===== config.mk =====
export PLATFORM = sky130hd
export DESIGN_NAME = div_seq
export DESIGN_NICKNAME = d
export VERILOG_FILES = /design/src/rtl/div_seq_pkg.sv /design/src/rtl/div_seq_sign_fix.sv /design/src/rtl/div_seq.sv
export SDC_FILE = /design/constraint.sdc
export NUM_CORES = 1
export LEC_CHECK = 0
export CAP_MARGIN = 0
export CORE_MARGIN = 5
export CORE_UTILIZATION = 59
export CTS_CLUSTER_SIZE = 10
export DETAILED_ROUTE_END_ITERATION = 12
export PLACE_DENSITY = 0.91
export SLEW_MARGIN = 40
export SYNTH_ARGS = -nofsm -noshare
export SYNTH_HDL_FRONTEND = slang
export SYNTH_SLANG_ARGS = --single-unit

===== constraint.sdc =====
create_clock -name clk -period 7.19 [get_ports clk]
set_input_delay 1.0785 -clock clk [delete_from_list [all_inputs] [get_ports clk]]
set_output_delay 1.0785 -clock clk [all_outputs]
set_load 0.01 [all_outputs]

===== src/rtl/div_seq_pkg.sv =====
// -----------------------------------------------------------------------------
// div_seq_pkg
// Shared definitions for the sequential divider:
//   - div_state_t      : 2-bit FSM state encodings (IDLE, ZERO, BUSY, DONE)
//   - DIV_RESULT_BUS   : number of DATA_W words on the result bus ({rem, quo})
//   - div_result_bus_w : result bus width for a given operand width
// -----------------------------------------------------------------------------
package div_seq_pkg;

    typedef enum logic [1:0] {
        ST_IDLE = 2'b00,
        ST_ZERO = 2'b01,
        ST_BUSY = 2'b10,
        ST_DONE = 2'b11
    } div_state_t;

    // Result bus carries the remainder (HI word) and the quotient (LO word).
    localparam int DIV_RESULT_BUS = 2;

    function automatic int div_result_bus_w(input int data_w);
        return DIV_RESULT_BUS * data_w;
    endfunction

endpackage


===== src/rtl/div_seq_sign_fix.sv =====
// -----------------------------------------------------------------------------
// div_sign_fix
// Sign conditioning for signed divides (used only when DIV_SIGNED_EN is set).
// Operand side : takes magnitudes of the operands and reports which results
//                must be negated (quotient if signs differ, remainder if the
//                dividend is negative).
// Result side  : applies the recorded negations to the unsigned core result.
// Ports:
//   signed_i                 1 = treat operands as two's complement
//   dividend_i, divisor_i    raw operands
//   dividend_abs_o,
//   divisor_abs_o            operand magnitudes (-2^(W-1) wraps to itself)
//   q_neg_o, r_neg_o         negate flags to be registered at acceptance
//   q_neg_i, r_neg_i         registered negate flags
//   quo_i, rem_i             unsigned core quotient / remainder
//   quo_o, rem_o             sign-corrected quotient / remainder
// -----------------------------------------------------------------------------
module div_sign_fix
    import div_seq_pkg::*;
#(
    parameter int DATA_W = 32
) (
    input  logic              signed_i,
    input  logic [DATA_W-1:0] dividend_i,
    input  logic [DATA_W-1:0] divisor_i,
    output logic [DATA_W-1:0] dividend_abs_o,
    output logic [DATA_W-1:0] divisor_abs_o,
    output logic              q_neg_o,
    output logic              r_neg_o,
    input  logic              q_neg_i,
    input  logic              r_neg_i,
    input  logic [DATA_W-1:0] quo_i,
    input  logic [DATA_W-1:0] rem_i,
    output logic [DATA_W-1:0] quo_o,
    output logic [DATA_W-1:0] rem_o
);

    localparam logic [DATA_W-1:0] ONE = DATA_W'(1'b1);

    logic a_neg_s;
    logic b_neg_s;

    assign a_neg_s = signed_i & dividend_i[DATA_W-1];
    assign b_neg_s = signed_i & divisor_i[DATA_W-1];

    assign dividend_abs_o = a_neg_s ? (~dividend_i + ONE) : dividend_i;
    assign divisor_abs_o  = b_neg_s ? (~divisor_i + ONE) : divisor_i;
    assign q_neg_o        = a_neg_s ^ b_neg_s;
    assign r_neg_o        = a_neg_s;

    assign quo_o = q_neg_i ? (~quo_i + ONE) : quo_i;
    assign rem_o = r_neg_i ? (~rem_i + ONE) : rem_i;

endmodule


===== src/rtl/div_seq.sv =====
// -----------------------------------------------------------------------------
// div_seq
// Multi-cycle restoring divider for a pipeline EX stage.
// A divide is accepted from IDLE when start_i=1 and annul_i=0. A zero divisor
// short-cuts through ZERO (result 0, ready two cycles after acceptance);
// otherwise BUSY runs DATA_W shift-subtract steps and ready_o rises DATA_W+1
// cycles after acceptance. DONE holds the result while start_i stays high.
// Optional feature macro: DIV_SIGNED_EN -- enables signed (DIV) handling via
// div_sign_fix; without it signed_i is ignored and all divides are unsigned.
// Ports:
//   clk, rst (async, active low)
//   start_i, annul_i, signed_i, dividend_i, divisor_i   request side
//   result_o {remainder, quotient}, ready_o, stall_req_o response side
// -----------------------------------------------------------------------------
module div_seq
    import div_seq_pkg::*;
#(
    parameter int DATA_W = 32,
    parameter int CNT_W  = 6
) (
    input  logic                                clk,
    input  logic                                rst,
    input  logic                                start_i,
    input  logic                                annul_i,
    input  logic                                signed_i,
    input  logic [DATA_W-1:0]                   dividend_i,
    input  logic [DATA_W-1:0]                   divisor_i,
    output logic [div_result_bus_w(DATA_W)-1:0] result_o,
    output logic                                ready_o,
    output logic                                stall_req_o
);

    localparam logic [CNT_W-1:0] LAST_STEP = CNT_W'(DATA_W - 1);

    div_state_t                          state_q;
    logic [CNT_W-1:0]                    cnt_q;
    logic [DATA_W-1:0]                   divisor_q;
    logic [DATA_W-1:0]                   quo_q;   // dividend shifts out, quotient shifts in
    logic [DATA_W-1:0]                   rem_q;
    logic [div_result_bus_w(DATA_W)-1:0] result_q;
    logic                                ready_q;

    logic [DATA_W:0]   partial_s;
    logic [DATA_W:0]   diff_s;
    logic [DATA_W-1:0] step_quo_s;
    logic [DATA_W-1:0] step_rem_s;
    logic [DATA_W-1:0] acc_dividend_s;
    logic [DATA_W-1:0] acc_divisor_s;
    logic [DATA_W-1:0] fix_quo_s;
    logic [DATA_W-1:0] fix_rem_s;

`ifdef DIV_SIGNED_EN
    logic acc_q_neg_s;
    logic acc_r_neg_s;
    logic q_neg_q;
    logic r_neg_q;

    div_sign_fix #(.DATA_W(DATA_W)) u_sign_fix (
        .signed_i       (signed_i),
        .dividend_i     (dividend_i),
        .divisor_i      (divisor_i),
        .dividend_abs_o (acc_dividend_s),
        .divisor_abs_o  (acc_divisor_s),
        .q_neg_o        (acc_q_neg_s),
        .r_neg_o        (acc_r_neg_s),
        .q_neg_i        (q_neg_q),
        .r_neg_i        (r_neg_q),
        .quo_i          (step_quo_s),
        .rem_i          (step_rem_s),
        .quo_o          (fix_quo_s),
        .rem_o          (fix_rem_s)
    );
`else
    logic unused_signed_s;
    assign unused_signed_s = signed_i;
    assign acc_dividend_s  = dividend_i;
    assign acc_divisor_s   = divisor_i;
    assign fix_quo_s       = step_quo_s;
    assign fix_rem_s       = step_rem_s;
`endif

    // One restoring step: shift next dividend bit into the partial remainder,
    // trial-subtract in DATA_W+1 bits, keep the difference only if non-negative.
    always_comb begin
        partial_s  = {rem_q, quo_q[DATA_W-1]};
        diff_s     = partial_s - {1'b0, divisor_q};
        step_quo_s = {quo_q[DATA_W-2:0], ~diff_s[DATA_W]};
        if (diff_s[DATA_W]) begin
            step_rem_s = partial_s[DATA_W-1:0];
        end else begin
            step_rem_s = diff_s[DATA_W-1:0];
        end
    end

    // Divider FSM, datapath registers and registered outputs.
    always_ff @(posedge clk or negedge rst) begin
        if (!rst) begin
            state_q   <= ST_IDLE;
            cnt_q     <= '0;
            divisor_q <= '0;
            quo_q     <= '0;
            rem_q     <= '0;
            result_q  <= '0;
            ready_q   <= 1'b0;
`ifdef DIV_SIGNED_EN
            q_neg_q   <= 1'b0;
            r_neg_q   <= 1'b0;
`endif
        end else begin
            case (state_q)
                ST_IDLE: begin
                    result_q <= '0;
                    ready_q  <= 1'b0;
                    if (start_i && !annul_i) begin
                        divisor_q <= acc_divisor_s;
                        quo_q     <= acc_dividend_s;
                        rem_q     <= '0;
                        cnt_q     <= '0;
`ifdef DIV_SIGNED_EN
                        q_neg_q   <= acc_q_neg_s;
                        r_neg_q   <= acc_r_neg_s;
`endif
                        state_q   <= (divisor_i == '0) ? ST_ZERO : ST_BUSY;
                    end else begin
                        state_q <= ST_IDLE;
                    end
                end
                ST_ZERO: begin
                    result_q <= '0;
                    if (annul_i) begin
                        ready_q <= 1'b0;
                        state_q <= ST_IDLE;
                    end else begin
                        ready_q <= 1'b1;
                        state_q <= ST_DONE;
                    end
                end
                ST_BUSY: begin
                    if (annul_i) begin
                        result_q <= '0;
                        ready_q  <= 1'b0;
                        state_q  <= ST_IDLE;
                    end else begin
                        quo_q <= step_quo_s;
                        rem_q <= step_rem_s;
                        cnt_q <= cnt_q + CNT_W'(1'b1);
                        if (cnt_q == LAST_STEP) begin
                            result_q <= {fix_rem_s, fix_quo_s};
                            ready_q  <= 1'b1;
                            state_q  <= ST_DONE;
                        end else begin
                            result_q <= '0;
                            ready_q  <= 1'b0;
                            state_q  <= ST_BUSY;
                        end
                    end
                end
                ST_DONE: begin
                    // Result is held only while the requester keeps start_i high.
                    if (annul_i || !start_i) begin
                        result_q <= '0;
                        ready_q  <= 1'b0;
                        state_q  <= ST_IDLE;
                    end else begin
                        state_q <= ST_DONE;
                    end
                end
                default: begin
                    result_q <= '0;
                    ready_q  <= 1'b0;
                    state_q  <= ST_IDLE;
                end
            endcase
        end
    end

    assign result_o    = result_q;
    assign ready_o     = ready_q;
    assign stall_req_o = start_i & ~ready_q & ~annul_i;

endmodule


==> results.md <==
- Status: finished, final reports clean
- Peak per-stage delay on the critical path: 0.49 ns
- Clock latency on the worst-skew pair: ~0.44 ns
- Routed wire length: approximately 24 mm
- Final Total Pwr: approximately 2400 µW
- Post-layout instance count excluding filler cells: between 1000 and 1500
- Critical path arrival: 4.21 ns
- Number of endpoints failing setup at the final stage: 0
- CTS HTree Levels: 4
- Number of register bits inferred by synthesis: 169
- Root buffer selected by CTS: sky130_fd_sc_hd__clkbuf_16
- Die Span Y: between 100 and 150 µm
- Nets in the synthesized netlist: 1069
- Critical-path cell list: inv_1, ha_1, fa_1, nand2b_1, a21oi_1, o21ai_1, a21oi_2, a31oi_4, xnor2_4, buf_4, nand2_1, o211ai_1
- End-of-flow core utilization: around three quarters
- Worst path buffer plus inverter count: 2
- Leading cell type in the layout, fill and taps excluded: sky130_fd_sc_hd__dfrtp_1
- Hold path endpoint: result_o[39]$_DFFE_PN0N_
- Hold-fix buffer count after cts: 0
- Width of the die: 133.7 µm
- Ratio of cells with drive above 1 in the final layout: ~5.6%
- Primary flip-flop cell chosen by synthesis mapping: sky130_fd_sc_hd__dfrtp_1
- Placed instance count: approximately 1200
- Row count: 45
- Starting Density: roughly three fifths
- First-pass DRT Iterations: 5
- Synthesized area per cell: roughly 9.4 µm²
- Final GP Congestion: 0.9020
- Leakage: slightly below 0.005 µW
- Syn-to-layout area delta: 22.47%
- Crit start category: register
- Maximum buffer depth of the clock tree: 2
- FF/Latch Area: roughly 4200 µm²
- Number of I/O pins: 135
- Number of antenna violations at the first check in global routing: 0
- Final Hold Fails: 0
- Share of the yosys chip area belonging to registers: 46.82%
- Port-buffer cells: 133
- Synth Instances: 962
- Number of flops mapped to enable cells by yosys: 0
- Required time of the critical path: ~7.5 ns
- Total negative slack: 0 ns
- Grt total ovfl: 0
- Post-DRT Antenna Nets: 0
- Slowest-stage cell, CP: sky130_fd_sc_hd__a21oi_2
- Setup repair after global routing missed its margin: false
- Synthesized cell area: 9032 µm²
- Count of filler cells inserted in the layout: 1015
- Reg-to-Reg Start: quo_q[31]$_DFFE_PN0P_
- Initial drt markers: 755
- Via density: approximately 6.3
- Post-route clock period utilization: between 50 and 60%
- Worst hold slack after final layout: between 0.4 and 0.5 ns
- Count of final max-slew check failures: 0
- Antenna diode count: 0
- Most area-hungry cell type in the Yosys netlist: sky130_fd_sc_hd__dfrtp_1
- R2R Setup Slk: 3.33 ns
- Maximum clock frequency: 259.0 MHz
- Synth warnings: 0
- Buffer count from post-CTS setup fixing: 0
- Area of the core: 15090 µm²
- Synth top area share: 46.82%
- Power Density: 218.0 nW/µm²
- Critical Path End Type: register
- Post-synth cell types: 66
- Share of async-settable or async-resettable flops after synthesis: between 90% and 100%
- Largest net degree at the start of global routing: 105
- Relative slew slack: 44.14%
- Final critical delay including setup and external delays: 3.861 ns
- Clock tree from TritonCTS: yes
- Total global routing track utilization: between 20% and 30%
- Depth of the worst register-to-register path: 12
- Commonest cells after routing, fill and taps aside: sky130_fd_sc_hd__dfrtp_1, sky130_fd_sc_hd__nand2_1, sky130_fd_sc_hd__clkdlybuf4s50_1
- Total of cells resized after clock tree synthesis: 0
- Crit Reg-Reg Endpoint: rem_q[29]$_DFFE_PN0P_
- Count of maximum capacitance violations: 0
- Worst Max-Slew Pin Slew: 0.8370 ns
- Hold WC Path Type: register to register
- Worst Setup Path Type: register to register
- Number of vias in the routed layout: approximately 8000
- Dominant cells by area after synthesis: sky130_fd_sc_hd__dfrtp_1, sky130_fd_sc_hd__nand2_1, sky130_fd_sc_hd__o21ai_0
- VDD IR-drop max: 0.1707 mV
- # clock sinks: ~170
- Average detailed-routed wire length per instance: 19.08 µm
- Wire length of the first global-routing pass: ~40 mm
- CP max FO: 20
- Worst hold path cell count: 2
- Die Outline Area: 17880 µm²
- Kind of cell with the highest combined delay on the critical path: compound AO/OA/AOI/OAI gates
- Hold Startpoint: result_o[39]$_DFFE_PN0N_
- Setup Skew: 0.01879 ns
- Number of global-route vias before repair: 7936
- Multi-input combinational cell area: ~4400 µm²
- Clock transition at the registers of the reported paths: 0.07 ns
- Detailed Place HPWL: 16.09 mm
- Total CTS buffers: 17
- Post-detailed-route DRC marker count: 0
- Final Net Count: 1169
## stage by stage
| stage | setup WS [ns] | instance area (µm²) |
|---|---|---|
| 2_1_floorplan | 4.365 | 9032 |
| 3_3_place_gp | 3.418 | 10430 |
| 3_5_place_dp | 3.440 | 10440 |
| 4_1_cts | 3.370 | 11060 |
| 5_1_grt | 3.132 | 11060 |
| 6_report | 3.329 | 11060 |
## Yosys cell counts (6+ instances only)
cell                       number
sky130_fd_sc_hd__inv_1         51
sky130_fd_sc_hd__o211ai_1      22
sky130_fd_sc_hd__xnor2_1       22
sky130_fd_sc_hd__ha_1          37
sky130_fd_sc_hd__a21oi_1       45
sky130_fd_sc_hd__clkbuf_1      50
sky130_fd_sc_hd__o21ai_1       11
sky130_fd_sc_hd__nand2_1      160
sky130_fd_sc_hd__nand3_1       22
sky130_fd_sc_hd__nor4_1         9
sky130_fd_sc_hd__mux2i_1       43
sky130_fd_sc_hd__nand4_1       14
sky130_fd_sc_hd__a22o_1        33
sky130_fd_sc_hd__o31ai_1       21
sky130_fd_sc_hd__dfrtp_1      169
sky130_fd_sc_hd__nor2_1        30
sky130_fd_sc_hd__xor2_1         6
sky130_fd_sc_hd__a32oi_1       15
sky130_fd_sc_hd__a21o_1        10
sky130_fd_sc_hd__o21ai_0      101
sky130_fd_sc_hd__nor3_1         9
## sequential cells by signal, summed over array words and instances, names as in the netlist
register,flops
result_o,64
divisor_q,32
quo_q,32
rem_q,32
cnt_q,6
state_q,2
ready_o,1
## cell families after synthesis
| kind of cell | Yosys count | synth area share, % |
|---|---|---|
| AND/OR/NAND/NOR | 275 | 13.44 |
| flip-flops | 169 | 46.82 |
| buffers and inverters | 111 | 4.945 |
| AO/OA/AOI/OAI | 295 | 21.49 |
| multiplexers | 44 | 4.890 |
| adder cells (fa/ha/maj) | 38 | 5.347 |
| XOR/XNOR | 30 | 3.075 |
## worst register-to-register path: stages, from the launching register on
cell and delay [ns]:
sky130_fd_sc_hd__dfrtp_1 0.35, sky130_fd_sc_hd__inv_1 0.07, sky130_fd_sc_hd__ha_1 0.21, sky130_fd_sc_hd__fa_1 0.40, sky130_fd_sc_hd__nand2b_1 0.21, sky130_fd_sc_hd__a21oi_1 0.24
sky130_fd_sc_hd__o21ai_1 0.16, sky130_fd_sc_hd__a21oi_2 0.49, sky130_fd_sc_hd__a31oi_4 0.23, sky130_fd_sc_hd__xnor2_4 0.45, sky130_fd_sc_hd__buf_4 0.42, sky130_fd_sc_hd__nand2_1 0.28
sky130_fd_sc_hd__o211ai_1 0.27
## routing by layer
layer | global-route usage, % | wire length [µm]
met1 | 35.01 | 9884
met2 | 45.31 | 11860
met3 | 4.569 | 1331
met4 | 13.54 | 1008
met5 | 0 | 0
## area by class of cell
type / instances / share of cell area (%)
clock buffers: 17 / 3.846
clock inverters: 14 / 1.731
inverters: 51 / 1.731
multi-input cells: 682 / 39.64
flip-flops and latches: 169 / 38.23
well taps: 188 / 2.126
repair buffers: 141 / 12.69
## power breakdown
group	total [µW]	leakage [µW]	switching (µW)	internal (µW)
logic	392	0.00227	238	154
clock network	960	0.000305	405	556
registers	1060	0.00226	40.8	1020
## worst max path at each step
stage | from | to | cells past startpoint
floorplan | divisor_q[0]$_DFFE_PN0P_ | result_o[42]$_DFFE_PN0N_ | 12
global placement | quo_q[31]$_DFFE_PN0P_ | result_o[62]$_DFFE_PN0N_ | 12
detailed placement | annul_i | stall_req_o | 4
CTS | quo_q[31]$_DFFE_PN0P_ | rem_q[29]$_DFFE_PN0P_ | 12
global route | quo_q[31]$_DFFE_PN0P_ | result_o[52]$_DFFE_PN0N_ | 12
finish | quo_q[31]$_DFFE_PN0P_ | rem_q[29]$_DFFE_PN0P_ | 12
Note: power is estimated with default switching activity, not from simulation.
